File: src/rtl/axi_rd_arbiter_2m1s.sv
// rtl/axi_rd_arbiter_2m1s.sv - two-master one-slave AXI-lite arbiter: round-robin reads, m1-only writes
module axi_rd_arbiter_2m1s #(
    parameter int AXI_DATA_WIDTH = 64,
    parameter int AXI_ADDR_WIDTH = 64
) (
    input  logic                          clk,
    input  logic                          rst,
    input  logic                          m0_ar_valid_i,
    input  logic [AXI_ADDR_WIDTH-1:0]     m0_ar_addr_i,
    output logic                          m0_ar_ready_o,
    output logic                          m0_r_valid_o,
    input  logic                          m0_r_ready_i,
    output logic [AXI_DATA_WIDTH-1:0]     m0_r_data_o,
    output logic [1:0]                    m0_r_resp_o,
    input  logic                          m1_ar_valid_i,
    input  logic [AXI_ADDR_WIDTH-1:0]     m1_ar_addr_i,
    output logic                          m1_ar_ready_o,
    output logic                          m1_r_valid_o,
    input  logic                          m1_r_ready_i,
    output logic [AXI_DATA_WIDTH-1:0]     m1_r_data_o,
    output logic [1:0]                    m1_r_resp_o,
    input  logic                          m1_aw_valid_i,
    input  logic [AXI_ADDR_WIDTH-1:0]     m1_aw_addr_i,
    output logic                          m1_aw_ready_o,
    input  logic                          m1_w_valid_i,
    input  logic [AXI_DATA_WIDTH-1:0]     m1_w_data_i,
    input  logic [AXI_DATA_WIDTH/8-1:0]   m1_w_strb_i,
    output logic                          m1_w_ready_o,
    output logic                          m1_b_valid_o,
    output logic [1:0]                    m1_b_resp_o,
    input  logic                          m1_b_ready_i,
    output logic                          s_ar_valid_o,
    output logic [AXI_ADDR_WIDTH-1:0]     s_ar_addr_o,
    input  logic                          s_ar_ready_i,
    input  logic                          s_r_valid_i,
    input  logic [AXI_DATA_WIDTH-1:0]     s_r_data_i,
    input  logic [1:0]                    s_r_resp_i,
    output logic                          s_r_ready_o,
    output logic                          s_aw_valid_o,
    output logic [AXI_ADDR_WIDTH-1:0]     s_aw_addr_o,
    input  logic                          s_aw_ready_i,
    output logic                          s_w_valid_o,
    output logic [AXI_DATA_WIDTH-1:0]     s_w_data_o,
    output logic [AXI_DATA_WIDTH/8-1:0]   s_w_strb_o,
    input  logic                          s_w_ready_i,
    input  logic                          s_b_valid_i,
    input  logic [1:0]                    s_b_resp_i,
    output logic                          s_b_ready_o
);
    typedef enum logic [1:0] {R_IDLE, R_ADDR, R_DATA} rstate_t;
    typedef enum logic [1:0] {W_IDLE, W_ADDR, W_DATA, W_RESP} wstate_t;

    rstate_t rstate, rstate_nxt;
    wstate_t wstate, wstate_nxt;
    logic    grant, grant_nxt, last_grant, last_grant_nxt;
    logic    gnt_ar_valid, gnt_r_ready;

    assign gnt_ar_valid = grant ? m1_ar_valid_i : m0_ar_valid_i;
    assign gnt_r_ready  = grant ? m1_r_ready_i  : m0_r_ready_i;

    // last_grant resets to 1 so the first tie after reset goes to m0
    always_ff @(posedge clk or posedge rst) begin
        if (rst) begin
            rstate     <= R_IDLE;
            wstate     <= W_IDLE;
            grant      <= 1'b0;
            last_grant <= 1'b1;
        end else begin
            rstate     <= rstate_nxt;
            wstate     <= wstate_nxt;
            grant      <= grant_nxt;
            last_grant <= last_grant_nxt;
        end
    end

    always_comb begin
        rstate_nxt     = rstate;
        grant_nxt      = grant;
        last_grant_nxt = last_grant;
        case (rstate)
            R_IDLE: begin
                if (m0_ar_valid_i || m1_ar_valid_i) begin
                    grant_nxt  = (m0_ar_valid_i && m1_ar_valid_i) ? ~last_grant : m1_ar_valid_i;
                    rstate_nxt = R_ADDR;
                end
            end
            R_ADDR: begin
                if (!gnt_ar_valid)
                    rstate_nxt = R_IDLE;
                else if (s_ar_ready_i)
                    rstate_nxt = R_DATA;
            end
            R_DATA: begin
                if (s_r_valid_i && gnt_r_ready) begin
                    last_grant_nxt = grant;
                    rstate_nxt     = R_IDLE;
                end
            end
            default: rstate_nxt = R_IDLE;
        endcase
    end

    always_comb begin
        wstate_nxt = wstate;
        case (wstate)
            W_IDLE: if (m1_aw_valid_i) wstate_nxt = W_ADDR;
            W_ADDR: if (m1_aw_valid_i && s_aw_ready_i) wstate_nxt = W_DATA;
            W_DATA: if (m1_w_valid_i && s_w_ready_i) wstate_nxt = W_RESP;
            W_RESP: if (s_b_valid_i && m1_b_ready_i) wstate_nxt = W_IDLE;
            default: wstate_nxt = W_IDLE;
        endcase
    end

    always_comb begin
        s_ar_valid_o  = 1'b0;
        s_ar_addr_o   = '0;
        m0_ar_ready_o = 1'b0;
        m1_ar_ready_o = 1'b0;
        s_r_ready_o   = 1'b0;
        m0_r_valid_o  = 1'b0;
        m0_r_data_o   = '0;
        m0_r_resp_o   = 2'b00;
        m1_r_valid_o  = 1'b0;
        m1_r_data_o   = '0;
        m1_r_resp_o   = 2'b00;
        case (rstate)
            R_ADDR: begin
                s_ar_valid_o = gnt_ar_valid;
                s_ar_addr_o  = grant ? m1_ar_addr_i : m0_ar_addr_i;
                if (grant) m1_ar_ready_o = s_ar_ready_i;
                else       m0_ar_ready_o = s_ar_ready_i;
            end
            R_DATA: begin
                s_r_ready_o = gnt_r_ready;
                if (grant) begin
                    m1_r_valid_o = s_r_valid_i;
                    m1_r_data_o  = s_r_data_i;
                    m1_r_resp_o  = s_r_resp_i;
                end else begin
                    m0_r_valid_o = s_r_valid_i;
                    m0_r_data_o  = s_r_data_i;
                    m0_r_resp_o  = s_r_resp_i;
                end
            end
            default: ;
        endcase
    end

    always_comb begin
        s_aw_valid_o  = 1'b0;
        s_aw_addr_o   = '0;
        m1_aw_ready_o = 1'b0;
        s_w_valid_o   = 1'b0;
        s_w_data_o    = '0;
        s_w_strb_o    = '0;
        m1_w_ready_o  = 1'b0;
        m1_b_valid_o  = 1'b0;
        m1_b_resp_o   = 2'b00;
        s_b_ready_o   = 1'b0;
        case (wstate)
            W_ADDR: begin
                s_aw_valid_o  = m1_aw_valid_i;
                s_aw_addr_o   = m1_aw_addr_i;
                m1_aw_ready_o = s_aw_ready_i;
            end
            W_DATA: begin
                s_w_valid_o  = m1_w_valid_i;
                s_w_data_o   = m1_w_data_i;
                s_w_strb_o   = m1_w_strb_i;
                m1_w_ready_o = s_w_ready_i;
            end
            W_RESP: begin
                m1_b_valid_o = s_b_valid_i;
                m1_b_resp_o  = s_b_resp_i;
                s_b_ready_o  = m1_b_ready_i;
            end
            default: ;
        endcase
    end
endmodule

File: config.mk
export PLATFORM = sky130hd
export DESIGN_NAME = axi_rd_arbiter_2m1s
export DESIGN_NICKNAME = d
export VERILOG_FILES = /design/src/rtl/axi_rd_arbiter_2m1s.sv
export SDC_FILE = /design/constraint.sdc
export NUM_CORES = 1
export LEC_CHECK = 0
export ABC_AREA = 1
export CAP_MARGIN = 15
export CORE_AREA = 8 8 262 264
export CTS_CLUSTER_SIZE = 16
export DETAILED_ROUTE_END_ITERATION = 10
export DIE_AREA = 0 0 270 272
export PLACE_DENSITY = 0.31
export SLEW_MARGIN = 25
export SYNTH_ARGS = -nofsm -noshare
export SYNTH_HDL_FRONTEND = slang
export SYNTH_SLANG_ARGS = --single-unit
File: constraint.sdc
create_clock -name clk -period 1.8 [get_ports clk]
set_input_delay 0.27 -clock clk [delete_from_list [all_inputs] [get_ports clk]]
set_output_delay 0.27 -clock clk [all_outputs]
set_load 0.02 [all_outputs]
# Word-level counts from Yosys, hierarchy flattened
# Index checks and enable logic that the tools add are counted.
# word_totals
register_bits	6
input_bits	346
word_cells	72
# classes
n_eq_ne	12
muxes	43
bitwise	1
reduce_logical	12
# op_table
op	n
$mux W64	8
$mux W2	13
$mux W1	19
$ne A2 B2 Y1 const B	6
$mux W8	1
$pmux W2 S4	1
$eq A2 B2 Y1 const B	3
$pmux W2 S3	1
$logic_and A1 B1 Y1	5
$eq A2 B1 Y1 const B	2
$logic_not A2 Y1	2
$reduce_and A2 Y1	2
$reduce_and A4 Y1	1
$ne A3 B3 Y1 const B	1
$reduce_and A3 Y1	1
$logic_or A1 B1 Y1	1
$not A1 Y1	1

# Longest topological paths before layout
# depth
ltp_word	4
depth_mapped	8

# Least setup slack after synthesis
# Ideal clock, no wire load.
# synth_timing
kind	register to output
start	register grant
end	output s_ar_addr_o[44]
arrival_time_ns	1.267
required_time_ns	1.530
slack_ns	0.263
path_stages_with_launch	7
path_buffers	3
cell_sequence	dfrtp_1 > buf_4 > inv_2 > buf_6 > buf_2 > nand2_1 > a21oi_1
# synth_between
elab_chain_len	2
# synth_lines
element	line_no	rtl
start: declaration	55	logic grant, grant_nxt, last_grant, last_grant_nxt;
start signal: assignment	71	grant <= grant_nxt;
$mux W64	129	s_ar_addr_o = grant ? m1_ar_addr_i : m0_ar_addr_i;
$mux W64	126	case (rstate)
end: declaration	33	output logic [AXI_ADDR_WIDTH-1:0] s_ar_addr_o,
# Every way passes these cells.

# Worst setup path after layout
# layout_timing
start	register rstate[1]
end	output s_ar_addr_o[36]
# layout_between
elab_chain_len	2
# layout_lines
element	line_no	rtl
start: declaration	53	rstate_t rstate, rstate_nxt;
start signal: assignment	69	rstate <= rstate_nxt;
$eq A2 B1 Y1	126	
$mux W64	126	
# Every way passes these cells.

==> impl_metrics.toml <==
[logic_synthesis]
yosysTopAreaCell = "nand2_1"
ys.warnings.count = 0
synth_cell_type_count = 18
netlist.area_leader.share_pct = 32.5
synth_fp_nets = 1157
synthesis.area_mm2 = 0.00348
synth_area_per_cell_um2 = 4.31
synth_seq_area_share_pct = 4.36
synth-seq-cells = 6
synth_area_leaders = "nand2_1 (33%), inv_1 (24%), nor2_1 (12%), a21oi_1 (9.4%), nor2_2 (5.8%)"
synthCells = 807

[cts]
cts_max_path_buffers = 2
clock-root-buffer = "clkbuf_16"
clock-sinks = 6
hold_buffers = 0
tritoncts = "yes"
cts_buffers = 3
clk_latency_ns = 0.25
htreeDepth = 1
cts.clk_slew.worst_paths_ns = 0.05

[power]
p_leak_nw = 7.71
total_power_mw = 17.7
power.density_mw_per_mm2 = 1180
peakVddDrop_v = 0.000555

[final_layout]
drive_above_1_share_pct = 54.1
nets = 1927
fin_util_pct = 23.0
area_growth_pct = 329
fillers = 7315
instances_no_fill = 2445

[route]
wirelength_um = 46500
drc_errors = 0
first_pass_iters = 4
vias = 7843
wl_per_cell_um = 19.0
detail-route-antenna-nets = 0
drt-vias-per-instance = 3.21
drt-initial-drc-count = 126

[placed_design]
portBuffers = 691
dp_hpwl_um = 37600
gp_congestion = 0.884
dp_cells = 2377

[global_routing]
grt_max_degree = 32
grt_pass1_wl_um = 59700
grt.overflow.total = 0
grt_pass1_vias = 8095
antenna_found_initial = 11
grt_usage_pct = 11.0

[die]
chipHeight_um = 272
core_area_mm2 = 0.0648
initial_utilization_pct = 5.36
io_pins = 692
dieWidth_um = 270
rows = 94
dieArea_mm2 = 0.0734

[timing]
whs_ns = 0.343
finalHoldViolCount = 0
worstMarginPinSlew_ns = 0.466
relSlewSlack_pct = 68.9
rsz0062_at_grt = "true"
fin_worst_skew_ns = 0.0113
setup_viol = 133
finalCritPeriodShare_pct = 105
fmax_ghz = 0.527
slew_violations = 0
period_minus_slack_ns = 1.90
fin_ws_ns = -0.0980

[critical_path]
worstPathArrival_ns = 1.63
cpMostUsedCell = "buf_4"
crit_path_start_kind = "register"
slowest_stage = "dfrtp_1"
cp-end-kind = "output port"
r2r_cells = 9
crit_family = "buffers and inverters"
worstReg2RegStart = "grant"
path_buf_inv = 5
crit_type = "reg2out"
rrSetupSlack_ns = 0.21
crit_chain = "buf_4 > nor2_4 > inv_6 > buf_16 > buf_4 > a21oi_4 > buf_6"
r2r_end = "last_grant"
crit_required_ns = 1.53
path_max_fanout = 11
max_stage_delay_ns = 0.38

[outcome]
status = "finished, violations left"
violations = "negative setup slack"

[min_path]
hold_path.class = "in2async"

[flow_run]
max_cap_violations = 0
==> cell usage in the layout (no fill, tap or decap), drive strengths merged <==
cell type        n
nor3             2
clkdlybuf4s15    1
dfrtp            5
diode            5
a21oi           65
inv            227
clkinv           2
clkbuf          24
dfstp            1
nor2           140
nand3            4
ha               4
clkdlybuf4s50  345
buf            450
or2              1
nand2          301
o21ai            4
==> registers in the layout, summed over array words and instances, names as in the netlist <==
name        cells
wstate          2
grant           1
last_grant      1
rstate          2
==> power by group <==
| group | internal [mW] | leakage, nW | switching [mW] | total (mW) |
|---|---|---|---|---|
| sequential | 0.214 | 0.0698 | 0.0608 | 0.275 |
| combinational | 8.05 | 7.60 | 8.89 | 16.9 |
| clock | 0.299 | 0.0382 | 0.133 | 0.433 |
==> metrics by stage <==
step	cell area, µm²	worst slack, ns	TNS, ns
2_1_floorplan	3480	0.263	0
4_1_cts	11800	-0.136	-2.92
6_report	14900	-0.0980	-5.01
3_3_place_gp	12000	-0.398	-62.85
3_5_place_dp	12000	-0.375	-57.83
5_1_grt	14900	-0.170	-22.80
==> logic make-up after synthesis <==
| kind of cell | Yosys count | synth area share [%] |
|---|---|---|
| AO/OA/AOI/OAI | 69 | 9.94 |
| adder cells (fa/ha/maj) | 4 | 1.44 |
| buffers and inverters | 280 | 33.3 |
| flip-flops | 6 | 4.36 |
| AND/OR/NAND/NOR | 448 | 51.0 |
==> Yosys cell counts, drive strengths merged <==
library cell and instances:
nand2 301, inv 229, nor2 140, a21oi 65, buf 37, clkbuf 14
dfrtp 5, ha 4, nand3 4, o21ai 4, nor3 2, dfstp 1
or2 1
==> worst max-delay path by stage <==
stage | startpoint | end | slack, ns | depth (start not counted)
floorplan | grant | s_ar_addr_o[44] | 0.26 | 6
global placement | rstate[0] | m1_r_data_o[39] | -0.40 | 8
detailed placement | rstate[1] | s_ar_addr_o[7] | -0.38 | 6
CTS | rstate[1] | s_ar_addr_o[36] | -0.14 | 7
global route | rstate[1] | s_ar_addr_o[36] | -0.17 | 7
finish | rstate[1] | s_ar_addr_o[36] | -0.1 | 7
==> metal layers <==
layer | GRT usage, % | wire [µm] | part of all wire, %
met4 | 2.07 | 944 | 2.0
met1 | 10.4 | 15700 | 34
met2 | 20.9 | 24600 | 53
met5 | 0 | 89 | 0.19
met3 | 5.88 | 5170 | 11
==> what timing repair did <==
item,CTS,global route
buffers inserted,22,18
gates resized for setup,1392,929
cloned,7,17
pin swaps,4,36
endpoints found under the setup margin,341,324
==> area by class of cell <==
type                            count  area, µm²  area share, %
Inverter                          229        905           6.07
Sequential cell                     6        154           1.03
Clock buffer                        4       78.8          0.529
Antenna cell                        5       12.5         0.0839
Multi-Input combinational cell    521       3800           25.5
Tap cell                          864       1080           7.25
Timing Repair Buffer              816       8880           59.5
(Power assumes the default switching activity.)
